$ cat src/rtl/io_block_registered.sv
// -----------------------------------------------------------------------------
// io_block_registered
//
// Data I/O block sitting between a W-bit routing track bus and a set of
// WW-bit external ports.  The block is configured through a serial scan chain:
// bits are shifted into a shadow register and copied into the active
// configuration only on cfg_load.  Shifting never disturbs the active
// configuration, so the datapath keeps running while a new configuration is
// being streamed in.
//
// Every external port can run registered (one cycle of latency) or bypassed
// (combinational).  The track side uses separate value and enable buses
// instead of a tri-state bus.  If two input ports are enabled onto the same
// track, a sticky conflict flag is raised.
//
// Active configuration layout (CONN_BITS = W*(EXTDATAIN+EXTDATAOUT)):
//   [j + i*W]                   input port i, bit j%WW  -> track j
//   [j + i*W + EXTDATAIN*W]     track j -> output port i, bit j%WW
//   [CONN_BITS + i]             input port i registered (1) / bypass (0)
//   [CONN_BITS + EXTDATAIN + i] output port i registered (1) / bypass (0)
//
// Ports:
//   clk              clock, all state updates on the rising edge
//   rst              asynchronous active-high reset
//   cfg_en           shift the configuration chain by one bit
//   cfg_in           serial configuration data in (LSB first)
//   cfg_load         copy the shadow chain into the active configuration
//   cfg_out          serial data out (shadow[0]) for daisy-chaining
//   track_in         value currently present on the routing tracks
//   track_out        value this block drives onto the tracks
//   track_oe         per-track drive enable
//   external_input   input ports, port i = bits [i*WW +: WW]
//   external_output  output ports, port i = bits [i*WW +: WW]
//   ext_oe           per-bit enable for external_output
//   conflict         sticky flag: some track had more than one enabled driver
// -----------------------------------------------------------------------------
module io_block_registered #(
    parameter int W          = 6,
    parameter int WW         = 3,
    parameter int EXTDATAIN  = 2,
    parameter int EXTDATAOUT = 3
) (
    input  logic                       clk,
    input  logic                       rst,
    input  logic                       cfg_en,
    input  logic                       cfg_in,
    input  logic                       cfg_load,
    output logic                       cfg_out,
    input  logic [W-1:0]               track_in,
    output logic [W-1:0]               track_out,
    output logic [W-1:0]               track_oe,
    input  logic [WW*EXTDATAIN-1:0]    external_input,
    output logic [WW*EXTDATAOUT-1:0]   external_output,
    output logic [WW*EXTDATAOUT-1:0]   ext_oe,
    output logic                       conflict
);

    localparam int CONN_BITS = W * (EXTDATAIN + EXTDATAOUT);
    localparam int CFG_BITS  = CONN_BITS + EXTDATAIN + EXTDATAOUT;
    localparam int MODE_IN   = CONN_BITS;
    localparam int MODE_OUT  = CONN_BITS + EXTDATAIN;
    localparam int OUT_BASE  = EXTDATAIN * W;
    // Number of tracks that map onto any given port bit position.
    localparam int TRK_PER_BIT = W / WW;

    // -------------------------------------------------------------------------
    // State
    // -------------------------------------------------------------------------
    logic [CFG_BITS-1:0]      shadow_reg;
    logic [CFG_BITS-1:0]      active_reg;
    logic [WW*EXTDATAIN-1:0]  in_reg;
    logic [WW*EXTDATAOUT-1:0] out_reg;
    logic                     conflict_reg;

    // Combinational datapath nets
    logic [WW*EXTDATAIN-1:0]  src_bus;      // selected source per input port
    logic [W-1:0]             multi_drv;    // track has >= 2 enabled drivers
    logic [WW*EXTDATAOUT-1:0] out_v_next;   // OR-ed track value per output bit
    logic [WW*EXTDATAOUT-1:0] out_oe_next;  // OR-ed enables per output bit

    // -------------------------------------------------------------------------
    // Configuration chain.  cfg_load samples the pre-shift shadow value even
    // when cfg_en is asserted in the same cycle, since both use shadow_reg
    // as it stood before the edge.
    // -------------------------------------------------------------------------
    always_ff @(posedge clk or posedge rst) begin
        if (rst) begin
            shadow_reg <= '0;
            active_reg <= '0;
        end else begin
            if (cfg_en) begin
                shadow_reg <= {cfg_in, shadow_reg[CFG_BITS-1:1]};
            end
            if (cfg_load) begin
                active_reg <= shadow_reg;
            end
        end
    end

    assign cfg_out = shadow_reg[0];

    // -------------------------------------------------------------------------
    // Port registers sample every cycle regardless of mode, so a mode switch
    // to registered immediately shows the last sampled value.
    // -------------------------------------------------------------------------
    always_ff @(posedge clk or posedge rst) begin
        if (rst) begin
            in_reg  <= '0;
            out_reg <= '0;
        end else begin
            in_reg  <= external_input;
            out_reg <= out_v_next;
        end
    end

    // -------------------------------------------------------------------------
    // Conflict flag: cleared by a load (the new configuration is judged from
    // the following edge on), otherwise set whenever the active configuration
    // drives a track from two or more input ports.
    // -------------------------------------------------------------------------
    always_ff @(posedge clk or posedge rst) begin
        if (rst) begin
            conflict_reg <= 1'b0;
        end else if (cfg_load) begin
            conflict_reg <= 1'b0;
        end else if (|multi_drv) begin
            conflict_reg <= 1'b1;
        end
    end

    assign conflict = conflict_reg;

    // -------------------------------------------------------------------------
    // Input source selection per port: registered copy or live input.
    // -------------------------------------------------------------------------
    genvar gi, gp, gb, gk;
    generate
        for (gi = 0; gi < EXTDATAIN; gi++) begin : g_in_src
            assign src_bus[gi*WW +: WW] = active_reg[MODE_IN + gi]
                                        ? in_reg[gi*WW +: WW]
                                        : external_input[gi*WW +: WW];
        end
    endgenerate

    // -------------------------------------------------------------------------
    // Track drivers.  Track gi takes bit gi%WW of each enabled input port.
    // -------------------------------------------------------------------------
    generate
        for (gi = 0; gi < W; gi++) begin : g_track
            logic [EXTDATAIN-1:0] drv_en;
            logic [EXTDATAIN-1:0] drv_v;
            for (gp = 0; gp < EXTDATAIN; gp++) begin : g_drv
                assign drv_en[gp] = active_reg[gi + gp*W];
                assign drv_v[gp]  = drv_en[gp] & src_bus[gp*WW + (gi % WW)];
            end
            assign track_oe[gi]  = |drv_en;
            assign track_out[gi] = |drv_v;
            // Clearing the lowest set bit leaves something only if two or
            // more drivers are enabled.
            assign multi_drv[gi] = |(drv_en & (drv_en - 1'b1));
        end
    endgenerate

    // -------------------------------------------------------------------------
    // Output ports.  Bit gb of port gi collects every track j with j%WW == gb,
    // i.e. tracks gk*WW + gb.  Multiple enabled tracks simply OR together.
    // -------------------------------------------------------------------------
    generate
        for (gi = 0; gi < EXTDATAOUT; gi++) begin : g_out_port
            for (gb = 0; gb < WW; gb++) begin : g_out_bit
                logic [TRK_PER_BIT-1:0] term_en;
                logic [TRK_PER_BIT-1:0] term_v;
                for (gk = 0; gk < TRK_PER_BIT; gk++) begin : g_term
                    assign term_en[gk] = active_reg[OUT_BASE + gi*W + gk*WW + gb];
                    assign term_v[gk]  = term_en[gk] & track_in[gk*WW + gb];
                end
                assign out_v_next[gi*WW + gb]  = |term_v;
                assign out_oe_next[gi*WW + gb] = |term_en;
            end
            assign external_output[gi*WW +: WW] = active_reg[MODE_OUT + gi]
                                                ? out_reg[gi*WW +: WW]
                                                : out_v_next[gi*WW +: WW];
        end
    endgenerate

    assign ext_oe = out_oe_next;

endmodule

$ cat config.mk
export PLATFORM = sky130hd
export DESIGN_NAME = io_block_registered
export DESIGN_NICKNAME = d
export VERILOG_FILES = /design/src/rtl/io_block_registered.sv
export SDC_FILE = /design/constraint.sdc
export NUM_CORES = 1
export LEC_CHECK = 0
export CAP_MARGIN = 20
export CORE_MARGIN = 1.5
export CORE_UTILIZATION = 34
export CTS_CLUSTER_DIAMETER = 60
export DETAILED_ROUTE_END_ITERATION = 16
export GPL_TIMING_DRIVEN = 0
export HOLD_SLACK_MARGIN = 0.02
export SLEW_MARGIN = 5
export SYNTH_ARGS = -nofsm -noshare
export SYNTH_HDL_FRONTEND = slang
export SYNTH_SLANG_ARGS = --single-unit
$ cat constraint.sdc
create_clock -name clk -period 3.1 [get_ports clk]
set_input_delay 0.465 -clock clk [delete_from_list [all_inputs] [get_ports clk]]
set_output_delay 0.465 -clock clk [all_outputs]
set_load 0.005 [all_outputs]
Word-level counts from Yosys, hierarchy flattened
Cells that the tools add are included.

cells by class
  muxes and demuxes = 7
  reduce and logical (&&, ||, !) cells = 32
  $add $sub $neg = 6
  bitwise operators = 36

operators by type and width
  cell                   count
  $reduce_or A2 Y1       30
  $and A1 B1 Y1          30
  $mux W3                5
  $and A2 B2 Y2          6
  $reduce_or A12 Y1      1
  $sub A2 B1 Y2 const B  6
  $mux W1                2
  $reduce_bool A2 Y1     1

storage, ports and cells
  flip-flop bits (word level) = 86
  word-level logic and storage cells = 86
  bits of input ports = 17

Depth between registers and ports, before layout
Gate-level depths: netlist of the first run.

  word-level depth = 5
  gate-level depth with buffers = 3
  depth with buffers taken out = 2

Least setup slack after synthesis of the first run
Ideal clock, no wire load.

  kind = input port to output port
  start point = input port external_input[0]
  end point = output port track_out[0]
  arrival = 0.956 ns
  stages = 2
  setup slack = 1.679 ns
  buffers on the path = 0
  path through = mux2_4 a22o_1

between the ends
  cells in the longest elaborated chain, start to end = 3

RTL lines
  item              RTL line  source
  start, declared   52        input logic [WW*EXTDATAIN-1:0] external_input,
  $mux W3           140       ? in_reg[gi*WW +: WW]
  $and A1 B1 Y1     154       assign drv_v[gp] = drv_en[gp] & src_bus[gp*WW + (gi % WW)];
  $reduce_or A2 Y1  157       assign track_out[gi] = |drv_v;
  end, declared     50        output logic [W-1:0] track_out,

No other way between the ends.

Final worst setup path of the first run
  start point = input port track_in[1]
  end point = output port external_output[1]

between the ends
  cells in the longest elaborated chain, start to end = 3

RTL lines
  item               RTL line  source
  start, declared    49        input logic [W-1:0] track_in,
  $and A1 B1 Y1      175       assign term_v[gk] = term_en[gk] & track_in[gk*WW + gb];
  $reduce_or A2 Y1   177       assign out_v_next[gi*WW + gb] = |term_v;
  net out_v_next[1]  78        logic [WW*EXTDATAOUT-1:0] out_v_next;
  $mux W3            181       ? out_reg[gi*WW +: WW]
  end, declared      53        output logic [WW*EXTDATAOUT-1:0] external_output,

The timed path passes the listed nets, and every way through them passes these cells.

==> flow_summary.ini, run 1 <==
[detailed_routing]
dr.pass1.iters = 4
detail_route.iter0.violations = 58
average_vias_per_placed_instance = 4.715
route.detailed.drc = 0
drt_wl_total_um = 6533
vias = 1933
routedWlPerCell_um = 15.93
remaining_number_of_nets_flagged_by_the_antenna_check_after_routing = 0

[die]
core_sq_mm = 0.009864
fp.dieH_um = 104.3
starting_utilization_of_the_core_area = 0.3539
io-pin-count = 49
dieArea_sq_mm = 0.01088
die_w_um = 104.3
placementRows = 36

[logic_synthesis]
netlist.top_cell.by_area = sky130_fd_sc_hd__dfrtp_1
synth_top_family_by_area = multiplexers
synthMuxAreaShare = 0.2839
synth_top_cells_by_area = sky130_fd_sc_hd__dfrtp_1 (62%), sky130_fd_sc_hd__mux2_2 (25%), sky130_fd_sc_hd__mux2_4 (3.9%)
netlist_area_before_placement_sq_mm = 0.003491
synth_compound_area_frac = 0.04588
yosysSeqAreaShare = 0.6165
yosys.area.top_type_share = 0.6165
postSynthRegisterBits = 86
synthesized_area_fraction_occupied_by_xor_and_xnor_cells = 0
instance_count_of_the_mapped_netlist = 214
synth_cell_types = 11
share_of_synthesized_cell_area_in_and_or_nand_and_nor_gates = 0.02688
ys_warn_count = 0
nets_in_the_synthesized_netlist = 231
yosys.area_share.adder = 0
synth_area_per_cell_sq_um = 16.31

[critical_path]
cp.required_ns = 2.63
reg2reg_depth = 2
cell_occurring_most_often_along_the_worst_timing_path = sky130_fd_sc_hd__clkdlybuf4s50_1
timing.critical_path.slowest_stage_cell = sky130_fd_sc_hd__clkdlybuf4s50_1
timing.critical_path.to = external_output[1]
setup.worst_path.class = in2out
timing.rr.end = conflict$_DFFE_PP0P_
crit_arrival_ns = 1.98
critical_path_peak_fanout = 3
crit_chain = clkdlybuf4s50_1, a22o_1, mux2_2, clkdlybuf4s50_1
critPathMaxStageDelay_ns = 0.51
worst_setup_start_kind = input port
regToRegSetupSlack_ns = 2.10
timing.critical_path.to_type = output port
r2r-start = active_reg[4]$_DFFE_PP0P_
worstSetupStartpoint = track_in[1]

[final_layout]
antenna_cells_inserted = 0
filler_cell_count = 904
multi_input_comb_area_sq_mm = 0.001245
layoutNonFillerInstCount = 410
num-nets-final = 289
post_route_cells_drive_above_1_share = 0.4549
area_growth_syn_to_layout_pct = 24.70
regArea_sq_mm = 0.002152

[power_and_ir_drop]
leakagePower_nw = 1.958
clock_power_share = 0.214
switching_power_mw = 0.9599
seq_power_share = 0.490
power.density_cell_area_mw_per_mm2 = 836.1
power.share.combinational = 0.296
swShare = 0.2638
worst_ir_drop_vdd_mv = 0.2638
power.internal_mw = 2.679

[cts]
clock_tree.root_cell = sky130_fd_sc_hd__clkbuf_8
clock_latency_late_sink_ns = 0.34
post_cts.resized_instances = 0
max-clock-path-buffers = 2
hold_buffers = 0
tritoncts = done
cts.sink_count = 86
post_cts_setup_buffers = 0
worst_setup_hold_path_clk_slew_ns = 0.08
cts-htree-levels = 3
tritoncts.num_buffers = 9

[placed_design]
hpwlAfterDp_um = 4657
dp_cells = 394
buffer_ports.inserted = 46
final_wtd_congestion = 0.7031
pre_cts_ws_ns = 0.6440

[sta]
setup_viol_count_final = 0
hold_slack_ns = 0.4251
finalWorstSetupSlack_ns = 0.6503
timing.fmax_mhz = 408.2
grt_setup_unrepaired = no
min_period_over_period = 0.7902
post-route-min-period_ns = 2.450
final_hold_viol_count = 0
timing_worst_slew_pin_value_ns = 0.3217
slew-limit-headroom = 0.7855
finClkSkew_ns = 0.006352
drv_slew = 0

[grt]
grt_start_max_net_pins = 64
initial_antenna_violation_count = 0
grt_remaining_overflow = 0
grtUsageTotal = 0.1285
first_global_vias = 2060
grt_first_pass_wirelength_um = 10900

[run_status]
run_status = finished, final reports clean

[hold_path]
hp-class = in2reg
hp-start = cfg_en

[flow_run]
drv.max_cap_violation_count = 0
## layout by cell type, fill, tap and decap left out, drive strengths merged
cell / synthesis / final
a222oi: 1 / 1
clkinvlp: 0 / 1
clkdlybuf4s50: 0 / 46
inv: 1 / 1
clkinv: 0 / 1
or2: 15 / 15
mux2: 85 / 85
buf: 8 / 9
a21oi: 1 / 1
a22o: 15 / 15
clkbuf: 0 / 14
dfrtp: 86 / 86
a31oi: 1 / 1
a22oi: 1 / 1
## power groups by stage
stage	logic, mW	registers (mW)	clock network (mW)
after global placement	1.07	1.81	0
after global routing	1.16	1.85	0.852
after CTS	1.10	1.79	0.799
after floorplan	0.645	1.69	0
final	1.08	1.78	0.777
after detailed placement	1.09	1.81	0
## worst max-delay path: cells and delay by family
kind            cells  cell delay (ns)
compound gates      1             0.29
buf+inv             2             0.96
mux                 1             0.26
## logic make-up (layout without fill, tap and decap cells)
kind of cell	count (synthesis)	count (layout)
compound gates	19	19
flops	86	86
mux	85	85
buf+inv	9	72
simple gates	15	15
## per-stage QoR
stage / power, mW / setup TNS [ns] / utilization / instance area [sq um]
2_1_floorplan: 2.340 / 0 / - / 3491
4_1_cts: 3.687 / 0 / 0.4413 / 4353
5_1_grt: 3.864 / 0 / 0.4413 / 4353
3_3_place_gp: 2.876 / -85.22 / 0.4174 / 4118
6_report: 3.639 / 0 / 0.4413 / 4353
3_5_place_dp: 2.907 / 0 / 0.4205 / 4148
## worst min path at each step
stage | to | slack [ns] | cells after the start
detailed placement | active_reg[9]$_DFFE_PP0P_ | 0.51 | 1
CTS | shadow_reg[27]$_DFFE_PP0P_ | 0.41 | 2
floorplan | shadow_reg[10]$_DFFE_PP0P_ | 0.49 | 1
global route | shadow_reg[28]$_DFFE_PP0P_ | 0.41 | 2
global placement | shadow_reg[6]$_DFFE_PP0P_ | 0.51 | 1
finish | shadow_reg[27]$_DFFE_PP0P_ | 0.43 | 2
## cell type report
| class | instances | share of cell area |
|---|---|---|
| tap | 133 | 0.03823 |
| clock inverter | 2 | 0.002874 |
| inverter | 1 | 0.001437 |
| buffer | 8 | 0.02070 |
| clock buffer | 14 | 0.04427 |
| sequential | 86 | 0.4944 |
| timing repair buffer | 47 | 0.1121 |
| multi-input combinational | 119 | 0.2860 |
## synth_stat cells
cell type	number
sky130_fd_sc_hd__a21oi_1	1
sky130_fd_sc_hd__a222oi_1	1
sky130_fd_sc_hd__a22o_1	15
sky130_fd_sc_hd__a22oi_1	1
sky130_fd_sc_hd__a31oi_1	1
sky130_fd_sc_hd__buf_6	8
sky130_fd_sc_hd__dfrtp_1	86
sky130_fd_sc_hd__inv_1	1
sky130_fd_sc_hd__mux2_2	76
sky130_fd_sc_hd__mux2_4	9
sky130_fd_sc_hd__or2_2	15
## routing by layer
layer / vias to the layer above / GRT usage / part of all wire
li1: 889 / - / -
met2: 19 / 0.2002 / 0.49
met3: 9 / 0.02193 / 0.016
met1: 1016 / 0.1718 / 0.48
met5: - / 0 / 0
met4: 0 / 0.06548 / 0.016
Note: power is estimated with default switching activity, not from simulation.
==> run 2, diff against run 1 <==
- clock period: 3.1 -> 2 ns (I/O delays scaled with it)
==> flow_summary.ini, run 2 (synthesis gave the netlist of run 1 again) <==
[grt]
first_global_vias = 2102
grt_first_pass_wirelength_um = 11100
grt_start_max_net_pins = 36
groute.layer.met2.usage = 0.2016
use_met1 = 0.1739
grtUsageTotal = 0.1314
grt_remaining_overflow = 0
initial_antenna_violation_count = 0
grt.met3_usage = 0.02757
top_usage_layer = met2

[die]
dieArea_sq_mm = 0.01088
fp.dieH_um = 104.3
placementRows = 36
core_sq_mm = 0.009864
starting_utilization_of_the_core_area = 0.3539
io-pin-count = 49
die_w_um = 104.3

[sta]
timing_worst_slew_pin_value_ns = 0.5749
post-route-min-period_ns = 1.922
drv_slew = 0
final_hold_viol_count = 0
finalWorstSetupSlack_ns = 0.07771
min_period_over_period = 0.9611
tns_ns = 0
finClkSkew_ns = 0.01023
timing.fmax_mhz = 520.2
slew-limit-headroom = 0.6159
setup_viol_count_final = 0
grt_setup_unrepaired = no

[critical_path]
crit_chain = buf_4, or2_2, clkdlybuf4s50_1
critPathMaxStageDelay_ns = 0.45
crit_arrival_ns = 1.62
timing.critical_path.slowest_stage_cell = sky130_fd_sc_hd__clkdlybuf4s50_1
critical_path_buf_inv_count = 2
critical_path_peak_fanout = 2
setup.worst_path.class = reg2out
cp.required_ns = 1.70
timing.critical_path.to_type = output port
cpLargestDelayFamily = buffers and inverters
worst_setup_start_kind = flip-flop

[cts]
cts.sink_count = 86
clock_tree.root_cell = sky130_fd_sc_hd__clkbuf_8
tritoncts = done
tritoncts.num_buffers = 9
clock_latency_late_sink_ns = 0.35
max-clock-path-buffers = 2
worst_setup_hold_path_clk_slew_ns = 0.08
cts-htree-levels = 3

[detailed_routing]
detail_route.iter0.violations = 35
remaining_number_of_nets_flagged_by_the_antenna_check_after_routing = 0
drt_wl_total_um = 6545
dr.pass1.iters = 4
vias = 1970
routedWlPerCell_um = 15.62
average_vias_per_placed_instance = 4.702
route.detailed.drc = 0

[final_layout]
layout_commonest_cell = sky130_fd_sc_hd__dfrtp_1
multi_input_comb_area_sq_mm = 0.001245
filler_cell_count = 886
post-route-cell-area_sq_mm = 0.004410
layout.cells.most_common_list = sky130_fd_sc_hd__dfrtp_1 (85), sky130_fd_sc_hd__mux2_2 (76), sky130_fd_sc_hd__clkdlybuf4s50_1 (25)
num-nets-final = 298
regArea_sq_mm = 0.002153
area_growth_syn_to_layout_pct = 26.34
antenna_cells_inserted = 0
post_route_cells_drive_above_1_share = 0.4825
layoutNonFillerInstCount = 419

[power_and_ir_drop]
leakagePower_nw = 2.093
worst_ir_drop_vdd_mv = 0.4223
power.density_cell_area_mw_per_mm2 = 1288
power.total_mw = 5.681

[placed_design]
hpwlAfterDp_um = 4733
pre_cts_ws_ns = -0.1296
final_wtd_congestion = 0.6944
dpl-instance-area_sq_mm = 0.004161
dp_cells = 395
buffer_ports.inserted = 46

[run_status]
run_status = finished, final reports clean

[flow_run]
drv.max_cap_violation_count = 0

[hold_path]
hp-class = in2reg
==> run 2: changes by cell type in the layout (fill, tap and decap cells not counted), moves of 2 or more <==
cell and delta:
sky130_fd_sc_hd__buf_12 +2, sky130_fd_sc_hd__dlygate4sd2_1 +14, sky130_fd_sc_hd__clkinv_2 +2, sky130_fd_sc_hd__clkdlybuf4s50_1 -21, sky130_fd_sc_hd__clkbuf_2 +2, sky130_fd_sc_hd__clkbuf_8 -4
sky130_fd_sc_hd__dlymetal6s2s_1 +5, sky130_fd_sc_hd__buf_4 +7
==> run 2: layer usage <==
metal  up-vias  part of all wire
li1        908                 -
met1      1018              0.46
met2        30              0.48
met3        14             0.035
met4         0             0.025
met5         -                 0
==> run 2: final timing paths <==
check,depth (start not counted),slack [ns],start,endpoint
hold / removal,2,0.26,cfg_en,shadow_reg[29]$_DFFE_PP0P_
min in group asynchronous,2,0.36,rst,in_reg[0]$_DFF_PP0_
hold reg to reg,1,0.53,shadow_reg[17]$_DFFE_PP0P_,active_reg[17]$_DFFE_PP0P_
setup / recovery,3,0.08,active_reg[12]$_DFFE_PP0P_,ext_oe[0]
setup reg to reg,2,1.00,active_reg[4]$_DFFE_PP0P_,conflict$_DFFE_PP0P_
max in group asynchronous,3,1.09,rst,shadow_reg[13]$_DFFE_PP0P_
==> run 2: repair_timing <==
item,CTS,global route
gates resized for setup,20,7
setup buffers,6,2
setup endpoints to repair,15,8
hold buffers,0,0
pin swaps,1,1
==> run 2: worst register-to-register path, stage by stage (launching register included) <==
cell,delay (ns)
sky130_fd_sc_hd__dfrtp_1,0.42
sky130_fd_sc_hd__a222oi_1,0.35
sky130_fd_sc_hd__a31oi_1,0.11
==> run 2: final cells by class <==
| class | count | share of cell area |
|---|---|---|
| buffer | 8 | 0.02043 |
| clock buffer | 10 | 0.03121 |
| clock inverter | 6 | 0.01390 |
| inverter | 1 | 0.001702 |
| multi-input combinational | 119 | 0.2823 |
| sequential | 86 | 0.4882 |
| tap | 133 | 0.03773 |
| timing repair buffer | 56 | 0.1245 |
==> run 2: report_power, final <==
group | total, mW | internal (mW) | switching [mW]
combinational | 1.74 | 1.23 | 0.508
clock | 1.20 | 0.607 | 0.589
sequential | 2.75 | 2.33 | 0.422
total | 5.68 | 4.16 | 1.52
==> run 2: per-stage QoR <==
step,util,hold slack [ns]
final,0.4471,0.2618
after global routing,0.4471,0.2499
after CTS,0.4453,0.2413
after detailed placement,0.4219,0.5146
after global placement,0.4178,0.5095
after floorplan,-,0.3314
==> run 3, diff against run 2 <==
- REMOVE_ABC_BUFFERS: not set -> 1
==> flow_summary.ini, run 3 (synthesis gave the netlist of run 1 again) <==
[power_and_ir_drop]
leakagePower_nw = 2.080
swShare = 0.2666
worst_ir_drop_vdd_mv = 0.4571
power.share.combinational = 0.299
switching_power_mw = 1.564
power.density_cell_area_mw_per_mm2 = 1339
power.total_mw = 5.869
clock_power_share = 0.234
seq_power_share = 0.467
power.internal_mw = 4.304

[flow_run]
drv.max_cap_violation_count = 0

[critical_path]
timing.rr.end = conflict$_DFFE_PP0P_
critPathMaxStageDelay_ns = 0.36
crit_chain = buf_4, mux2_2, a22o_1, dlygate4sd2_1
setup.worst_path.class = reg2out
critical_path_buf_inv_count = 2
timing.critical_path.slowest_stage_cell = sky130_fd_sc_hd__mux2_2
reg2reg_depth = 2
r2r-start = active_reg[4]$_DFFE_PP0P_
crit_arrival_ns = 1.63
worst_setup_start_kind = flip-flop
timing.critical_path.to_type = output port
critical_path_peak_fanout = 3
cp.required_ns = 1.70
regToRegSetupSlack_ns = 0.92
cpLargestDelayFamily = buffers and inverters

[detailed_routing]
average_vias_per_placed_instance = 4.766
routedWlPerCell_um = 15.94
vias = 1978
drt_wl_total_um = 6617
remaining_number_of_nets_flagged_by_the_antenna_check_after_routing = 0
dr.pass1.iters = 4
detail_route.iter0.violations = 88
route.detailed.drc = 0

[cts]
tritoncts = done
worst_setup_hold_path_clk_slew_ns = 0.09
hold_buffers = 0
clock_latency_late_sink_ns = 0.35
max-clock-path-buffers = 2
clock_tree.root_cell = sky130_fd_sc_hd__clkbuf_8
cts-htree-levels = 3
cts.sink_count = 86
tritoncts.num_buffers = 9

[sta]
timing_worst_slew_pin_value_ns = 0.8309
drv_slew = 0
min_period_over_period = 0.9627
timing.fmax_mhz = 519.4
finClkSkew_ns = 0.007288
tns_ns = 0
setup_viol_count_final = 0
final_hold_viol_count = 0
post-route-min-period_ns = 1.925
slew-limit-headroom = 0.4461

[die]
die_w_um = 104.3
placementRows = 36
fp.dieH_um = 104.3
starting_utilization_of_the_core_area = 0.3539
core_sq_mm = 0.009864
io-pin-count = 49
dieArea_sq_mm = 0.01088

[final_layout]
antenna_cells_inserted = 0
area_growth_syn_to_layout_pct = 25.59
layout_commonest_cell = sky130_fd_sc_hd__dfrtp_1
post-route-cell-area_sq_mm = 0.004384
layout.cells.most_common_list = sky130_fd_sc_hd__dfrtp_1 (85), sky130_fd_sc_hd__mux2_2 (76), sky130_fd_sc_hd__clkdlybuf4s50_1 (25)
num-nets-final = 294
post_route_cells_drive_above_1_share = 0.4752

[hold_path]
hp-class = in2async

[placed_design]
hpwlAfterDp_um = 4499
dpl-instance-area_sq_mm = 0.004088
final_wtd_congestion = 0.7436
buffer_ports.inserted = 48

[grt]
grtUsageTotal = 0.1317
initial_antenna_violation_count = 0
grt_start_max_net_pins = 55
grt_first_pass_wirelength_um = 11120
grt_remaining_overflow = 0
first_global_vias = 2095

[run_status]
run_status = finished, final reports clean
[run 3: changes by cell type in the layout (fill, tap and decap cells not counted), sizes merged]
cell,change
clkinv,-2
clkinvlp,-1
bufinv,+1
buf,-4
inv,+2
[run 3: stage by stage]
step	worst slack, ns	util	hold slack (ns)	std cells
final	0.07461	0.4444	0.3106	415
after floorplan	-0.5218	-	0.3314	206
after global routing	-0.0001876	0.4444	0.3579	415
after global placement	-1.879	0.4103	0.5076	387
after detailed placement	-0.09913	0.4144	0.5138	389
after CTS	-0.002440	0.4427	0.3213	413
[run 3: layout make-up]
type | instances | area [sq um]
clock inverter | 6 | 93.84
fill | 888 | 5480
clock buffer | 10 | 137.6
sequential | 86 | 2153
multi-input combinational | 119 | 1245
timing repair buffer | 60 | 581.8
tap | 133 | 166.4
inverter | 1 | 6.256
[run 3: routing by layer]
layer	share of wire	routed length (um)	up-vias	track usage
li1	-	-	909	-
met1	0.45	2979	1037	0.1732
met2	0.51	3367	23	0.2115
met3	0.024	157	9	0.02381
met4	0.017	112	0	0.05952
met5	0	0	-	0
[run 3: power groups by stage]
stage,clock network (mW),registers (mW),logic [mW]
floorplan,0,2.63,0.963
global placement,0,2.79,1.66
detailed placement,0,2.81,1.70
CTS,1.41,2.75,1.79
global route,1.48,2.84,1.91
finish,1.37,2.74,1.75
[run 3: what timing repair did]
item	in CTS	in global routing
hold endpoints to repair	0	0
setup endpoints to repair	15	9
pin swaps	0	2
buffers inserted	8	2
resized for setup	20	7
cloned	0	0
[run 3: worst max path at each step]
stage | from | to | slack [ns] | cells past startpoint
floorplan | rst | active_reg[0]$_DFFE_PP0P_ | -0.52 | 1
global placement | rst | shadow_reg[21]$_DFFE_PP0P_ | -1.88 | 2
detailed placement | track_in[2] | external_output[2] | -0.1 | 4
CTS | active_reg[30]$_DFFE_PP0P_ | track_out[3] | -0.002 | 4
global route | active_reg[31]$_DFFE_PP0P_ | track_out[4] | -0.0002 | 4
finish | active_reg[31]$_DFFE_PP0P_ | track_out[1] | 0.07 | 4
